[src/rtl/seven_seg_pkg.sv]
// Shared constants for the seven-segment scan controller: code values,
// the active-high gfedcba pattern table and segment bit positions.
package seven_seg_pkg;

   localparam logic [4:0] CODE_BLANK = 5'd16;
   localparam logic [4:0] CODE_DASH  = 5'd17;

   localparam int unsigned SEG_DP = 7;

   localparam logic [6:0] PAT_BLANK = 7'h00;
   localparam logic [6:0] PAT_DASH  = 7'h40;

   // Entry 15 (F) first, entry 0 last; patterns are gfedcba, active-high.
   localparam logic [15:0][6:0] HEX_PAT = {
      7'h71, 7'h79, 7'h5E, 7'h39, 7'h7C, 7'h77, 7'h6F, 7'h7F,
      7'h07, 7'h7D, 7'h6D, 7'h66, 7'h4F, 7'h5B, 7'h06, 7'h3F
   };

   function automatic logic is_zero_eq(input logic [4:0] code);
      return (code == 5'd0) || (code == CODE_BLANK);
   endfunction

endpackage

[src/rtl/seven_seg_decode.sv]
// Combinational 5-bit display code to active-high gfedcba pattern.
module seven_seg_decode
   import seven_seg_pkg::*;
(
   input  logic [4:0] code_i,
   output logic [6:0] pat_o
);

   always_comb begin
      pat_o = PAT_BLANK;
      if (code_i < 5'd16) begin
         pat_o = HEX_PAT[code_i[3:0]];
      end else if (code_i == CODE_DASH) begin
         pat_o = PAT_DASH;
      end
   end

endmodule

[src/rtl/seven_seg_scan.sv]
// Time-multiplexed seven-segment controller with tear-free frame loading,
// leading-zero suppression, per-digit blink and anti-ghost blanking.
module seven_seg_scan
   import seven_seg_pkg::*;
#(
   parameter int unsigned NUM_DIGITS     = 4,
   parameter int unsigned REFRESH_DIV    = 50000,
   parameter int unsigned BLANK_CYCLES   = 16,
   parameter int unsigned BLINK_FRAMES   = 64,
   parameter bit          SEG_ACTIVE_LOW = 1'b1,
   parameter bit          AN_ACTIVE_LOW  = 1'b1
) (
   input  logic                      clk,
   input  logic                      rst,
   input  logic                      load_valid,
   output logic                      load_ready,
   input  logic [5*NUM_DIGITS-1:0]   load_codes,
   input  logic [NUM_DIGITS-1:0]     load_dp,
   input  logic [NUM_DIGITS-1:0]     load_blink,
   input  logic                      load_lz,
   output logic [7:0]                seg,
   output logic [NUM_DIGITS-1:0]     an,
   output logic                      frame_tick
);

   localparam int unsigned IDX_W = (NUM_DIGITS > 1) ? $clog2(NUM_DIGITS) : 1;
   localparam int unsigned CNT_W = $clog2(REFRESH_DIV);
   localparam int unsigned BLK_W = (BLINK_FRAMES > 1) ? $clog2(BLINK_FRAMES) : 1;

   localparam logic [CNT_W-1:0] CNT_LAST = CNT_W'(REFRESH_DIV - 1);
   localparam logic [IDX_W-1:0] IDX_LAST = IDX_W'(NUM_DIGITS - 1);
   localparam logic [BLK_W-1:0] BLK_LAST = BLK_W'(BLINK_FRAMES - 1);
   localparam logic [7:0]            SEG_XOR = {8{SEG_ACTIVE_LOW}};
   localparam logic [NUM_DIGITS-1:0] AN_XOR  = {NUM_DIGITS{AN_ACTIVE_LOW}};

   typedef struct packed {
      logic [5*NUM_DIGITS-1:0] codes;
      logic [NUM_DIGITS-1:0]   dp;
      logic [NUM_DIGITS-1:0]   blink;
      logic                    lz;
   } frame_t;

   localparam frame_t FRAME_RST = '{codes: {NUM_DIGITS{CODE_BLANK}}, dp: '0, blink: '0, lz: 1'b0};

   logic [CNT_W-1:0]      cnt_q;
   logic [IDX_W-1:0]      idx_q;
   logic [BLK_W-1:0]      blk_cnt_q;
   logic                  phase_q;
   logic                  tick_q;
   logic                  pend_q;
   frame_t                pend_buf_q;
   frame_t                act_q;
   logic [7:0]            seg_q;
   logic [NUM_DIGITS-1:0] an_q;

   logic                  slot_end;
   logic                  frame_end;
   frame_t                show;
   logic [4:0]            cur_code;
   logic                  cur_dp;
   logic                  cur_blink;
   logic                  lead;
   logic                  suppress;
   logic [4:0]            dec_code;
   logic [6:0]            pat;
   logic [7:0]            seg_d;
   logic [NUM_DIGITS-1:0] an_d;

   assign slot_end  = (cnt_q == CNT_LAST);
   assign frame_end = slot_end && (idx_q == IDX_LAST);

   // The pending frame is swapped in at the end of the tick cycle; during that
   // cycle it is already the one rendered, so digit 0 never shows a stale frame.
   assign show = (tick_q && pend_q) ? pend_buf_q : act_q;

   always_comb begin
      cur_code  = CODE_BLANK;
      cur_dp    = 1'b0;
      cur_blink = 1'b0;
      for (int unsigned i = 0; i < NUM_DIGITS; i++) begin
         if (IDX_W'(i) == idx_q) begin
            cur_code  = show.codes[5*i +: 5];
            cur_dp    = show.dp[i];
            cur_blink = show.blink[i];
         end
      end
   end

   // Walk from the leftmost digit: a digit is suppressed while every digit
   // from it up to the top is zero-equivalent; digit 0 is always shown.
   always_comb begin
      lead     = 1'b1;
      suppress = 1'b0;
      for (int unsigned i = 0; i < NUM_DIGITS; i++) begin
         if (lead && !is_zero_eq(show.codes[5*(NUM_DIGITS-1-i) +: 5])) begin
            lead = 1'b0;
         end
         if (IDX_W'(NUM_DIGITS - 1 - i) == idx_q) begin
            suppress = lead && (i != NUM_DIGITS - 1);
         end
      end
   end

   assign dec_code = (suppress && show.lz) ? CODE_BLANK : cur_code;

   seven_seg_decode u_decode (
      .code_i (dec_code),
      .pat_o  (pat)
   );

   always_comb begin
      seg_d = '0;
      an_d  = '0;
      if (cnt_q >= CNT_W'(BLANK_CYCLES)) begin
         an_d = NUM_DIGITS'(1) << idx_q;
         if (!(phase_q && cur_blink)) begin
            seg_d = {cur_dp, pat};
         end
      end
   end

   always_ff @(posedge clk or posedge rst) begin
      if (rst) begin
         cnt_q      <= '0;
         idx_q      <= '0;
         blk_cnt_q  <= '0;
         phase_q    <= 1'b0;
         tick_q     <= 1'b0;
         pend_q     <= 1'b0;
         pend_buf_q <= FRAME_RST;
         act_q      <= FRAME_RST;
         seg_q      <= SEG_XOR;
         an_q       <= AN_XOR;
      end else begin
         tick_q <= frame_end;
         cnt_q  <= slot_end ? '0 : cnt_q + 1'b1;
         if (slot_end) begin
            idx_q <= (idx_q == IDX_LAST) ? '0 : idx_q + 1'b1;
         end
         if (frame_end) begin
            if (blk_cnt_q == BLK_LAST) begin
               blk_cnt_q <= '0;
               phase_q   <= ~phase_q;
            end else begin
               blk_cnt_q <= blk_cnt_q + 1'b1;
            end
         end
         if (tick_q && pend_q) begin
            act_q  <= pend_buf_q;
            pend_q <= 1'b0;
         end
         if (load_valid && !pend_q) begin
            pend_buf_q <= '{codes: load_codes, dp: load_dp, blink: load_blink, lz: load_lz};
            pend_q     <= 1'b1;
         end
         seg_q <= seg_d ^ SEG_XOR;
         an_q  <= an_d ^ AN_XOR;
      end
   end

   assign load_ready = !pend_q;
   assign seg        = seg_q;
   assign an         = an_q;
   assign frame_tick = tick_q;

endmodule

[config.mk]
export PLATFORM = sky130hd
export DESIGN_NAME = seven_seg_scan
export DESIGN_NICKNAME = d
export VERILOG_FILES = /design/src/rtl/seven_seg_pkg.sv /design/src/rtl/seven_seg_decode.sv /design/src/rtl/seven_seg_scan.sv
export SDC_FILE = /design/constraint.sdc
export NUM_CORES = 1
export LEC_CHECK = 0
export ABC_AREA = 1
export CAP_MARGIN = 10
export CORE_MARGIN = 2
export CORE_UTILIZATION = 56
export CTS_CLUSTER_SIZE = 16
export DETAILED_ROUTE_END_ITERATION = 6
export PLACE_DENSITY = 0.87
export SETUP_SLACK_MARGIN = 0.02
export SLEW_MARGIN = 5
export SYNTH_ARGS = -nofsm -noshare
export SYNTH_HDL_FRONTEND = slang
export SYNTH_SLANG_ARGS = --single-unit
[constraint.sdc]
create_clock -name clk -period 3.4 [get_ports clk]
set_input_delay 0.51 -clock clk [delete_from_list [all_inputs] [get_ports clk]]
set_output_delay 0.51 -clock clk [all_outputs]
set_load 0.01 [all_outputs]
==> results.cfg <==
[sta]
fin_crit_ns = 2.70
finalSetupViolations = 0
worst_pin_slew_ns = 1.01
hold_viol_final = 0
slew_viol_final = 0
fmax_ghz = 0.371
fin_crit_sh = 0.794
skew_ns = 0.0120
tns_ns = 0
slew_headroom = 0.323
rsz0062_at_grt = no

[job]
maxCapViolCount = 0

[global_route]
grt_antenna_before_repair = 0
grt_max_degree = 46
grt_overflow_total = 0
grt_pass1_vias = 3594
track_usage = 0.233
grt_first_pass_wirelength_um = 16500
use_met1 = 0.303
grt_use_met2 = 0.387
top_usage_layer = met2
use_met3 = 0.0372

[clock_network]
cts.repair.resized = 0
numCtsBuffers = 9
cts_tree = yes
clkTransAtPathRegs_ns = 0.09
ctsHoldBuffers = 0
clk_latency_ns = 0.36
cts_root_buf = clkbuf_8
clockBufferDepth = 2
cts_setup_buffers = 0
clock-sinks = 97
htree_levels = 3

[power_and_ir_drop]
leakage_nw = 2.78
vdd_drop_max_uv = 173
power.density_nw_per_um2 = 351

[synth]
ys_seq_elements = 97
synth_area_um2 = 4690
synth-edff-count = 0
syn_inst = 529
synth_compound_area_frac = 0.0808
synth_flop_cell = dfrtp_1
synthesis.nets = 575
yosys.area_share.adder = 0.0374
synth.avg_cell_area_um2 = 8.86
synth_top_family_by_area = simple AND/OR/NAND/NOR gates
postSynth.asyncResetShare = 1.00
synth.distinct_cells = 35
synth_xor_area_frac = 0.0224
muxShareOfSynthArea = 0.0336
synth-simple-area-share = 0.213
ys.warnings.count = 0
seq_area_frac_synth = 0.523

[worst_setup_path]
crit_arrival_ns = 2.98
crit_type = reg -> reg
start_kind = flip-flop
cp_max_fo = 45
cp.required_ns = 3.68
critPathCaptureType = flip-flop

[finish]
final_area_um2 = 5350
final_util = 0.654
drive_above_1_share = 0.125
diodes = 0
synthToLayoutAreaGrowth_pct = 14.0
nets = 618

[routing]
drt_pass1_iterations = 5
viasPerCell = 5.27
ant_nets = 0
dr_total_vias = 3595
drt_iter0_markers = 217
drcViolationCount = 0
wirelength_um = 9670
wl_per_cell_um = 14.2

[place]
gp_congestion = 0.980
dp_hpwl_um = 7030
port_buffers = 45
place_area_um2 = 5180

[min_path]
hold_path_class = reg -> reg

[floorplanning]
fp.dieH_um = 95.5
ios = 46
die_area_um2 = 9120
die_w_um = 95.5
coreArea_um2 = 8180
rows = 33
start_util = 0.574

[status]
status = finished, final reports clean
==> worst max-delay path, stage by stage, from the launching register on <==
cell     delay, ns
dfrtp_1       0.53
nand2_8       0.31
inv_4         0.09
or2_2         0.27
o21ai_0       0.10
o22ai_1       0.11
nand2_1       0.08
nand2_1       0.05
o21ai_0       0.21
inv_1         0.18
ha_1          0.26
or2_1         0.25
nand3_1       0.07
nand3_1       0.09
==> cells in the mapped netlist (all sizes together) (3+ instances only) <==
cell / n / share of area
xor2: 8 / 0.015
dfstp: 20 / 0.11
nand3: 40 / 0.043
nor3: 5 / 0.0053
or2: 9 / 0.012
xnor2: 4 / 0.0075
nand4: 7 / 0.0093
o211ai: 3 / 0.0048
clkbuf: 4 / 0.0032
inv: 79 / 0.064
buf: 13 / 0.022
nand2: 113 / 0.097
mux2: 14 / 0.034
nor2: 47 / 0.039
a21oi: 28 / 0.032
o21ai: 34 / 0.038
dfrtp: 77 / 0.41
ha: 14 / 0.037
==> registers in the layout, summed over array words and instances, names as in the netlist <==
signal	flops
pend_buf_q	29
phase_q	1
blk_cnt_q	6
cnt_q	16
pend_q	1
an	4
seg	8
frame_tick	1
act_q	29
idx_q	2
==> where the power goes <==
part	total [W]	switching [W]	leakage, nW	internal (W)
sequential	0.00115	0	1.20	0.00115
clock	0.000664	0.000382	0.0899	0.000282
combinational	0.0000593	0.0000267	1.49	0.0000325
==> routing by layer <==
layer,share of wire,up-vias
met5,0,-
met4,0.028,0
met3,0.044,23
met2,0.49,104
met1,0.43,1718
li1,-,1750
==> area by class of cell <==
cell class / instances / area, µm²
sequential: 97 / 2450
multi-input combinational: 335 / 1810
clock buffer: 12 / 145
inverter: 80 / 304
tap: 105 / 131
timing repair buffer: 49 / 480
fill: 638 / 2830
clock inverter: 4 / 20.0
==> cell usage in the layout (no fill, tap or decap), types with 2 or more instances in the layout <==
cell and count:
nand2_1 106, inv_1 77, dfrtp_1 77, nor2_1 46
clkdlybuf4s50_1 45, nand3_1 40, a21oi_1 25, o21ai_0 21
dfstp_2 20, mux2_2 14, ha_1 14, o21ai_1 11
clkbuf_8 10, xor2_1 8, nand4_1 7, nand2_2 6
or2_2 5, nor3_1 5, clkinv_2 5, xnor2_1 4
or2_1 4, buf_4 4, o211ai_1 3, a21oi_2 3
nor4_1 2, o21ai_2 2, and2_1 2, o22ai_1 2
clkbuf_1 2
==> stage by stage <==
step	power, W	worst slack (ns)	hold slack [ns]	std cells
6_report	0.00188	0.701	0.476	682
2_1_floorplan	0.00119	0.389	0.439	529
3_5_place_dp	0.00124	0.764	0.462	666
3_3_place_gp	0.00124	0.876	0.454	666
5_1_grt	0.00194	0.400	0.499	682
4_1_cts	0.00188	0.726	0.481	682
==> kinds of logic after synthesis <==
group                    after synthesis
AO/OA/AOI/OAI                         69
XOR/XNOR                              12
adder cells (fa/ha/maj)               14
buffers and inverters                 97
flip-flops                            97
multiplexers                          14
AND/OR/NAND/NOR                      226
==> path summary, 6_finish.rpt <==
path,from,to,slack (ns),depth (start not counted)
worst max-delay path,frame_tick$_DFF_PP0_,seg[3]$_DFF_PP1_,0.70,13
worst min-delay path,act_q[4]$_DFF_PP0_,act_q[4]$_DFF_PP0_,0.48,2
worst max register to register,frame_tick$_DFF_PP0_,seg[3]$_DFF_PP1_,0.70,13
worst min register to register,act_q[4]$_DFF_PP0_,act_q[4]$_DFF_PP0_,0.48,2
max in group asynchronous,rst,seg[0]$_DFF_PP1_,1.96,3
min in group asynchronous,rst,act_q[2]$_DFF_PP0_,0.57,2
Power figures use the tool's default switching activity.
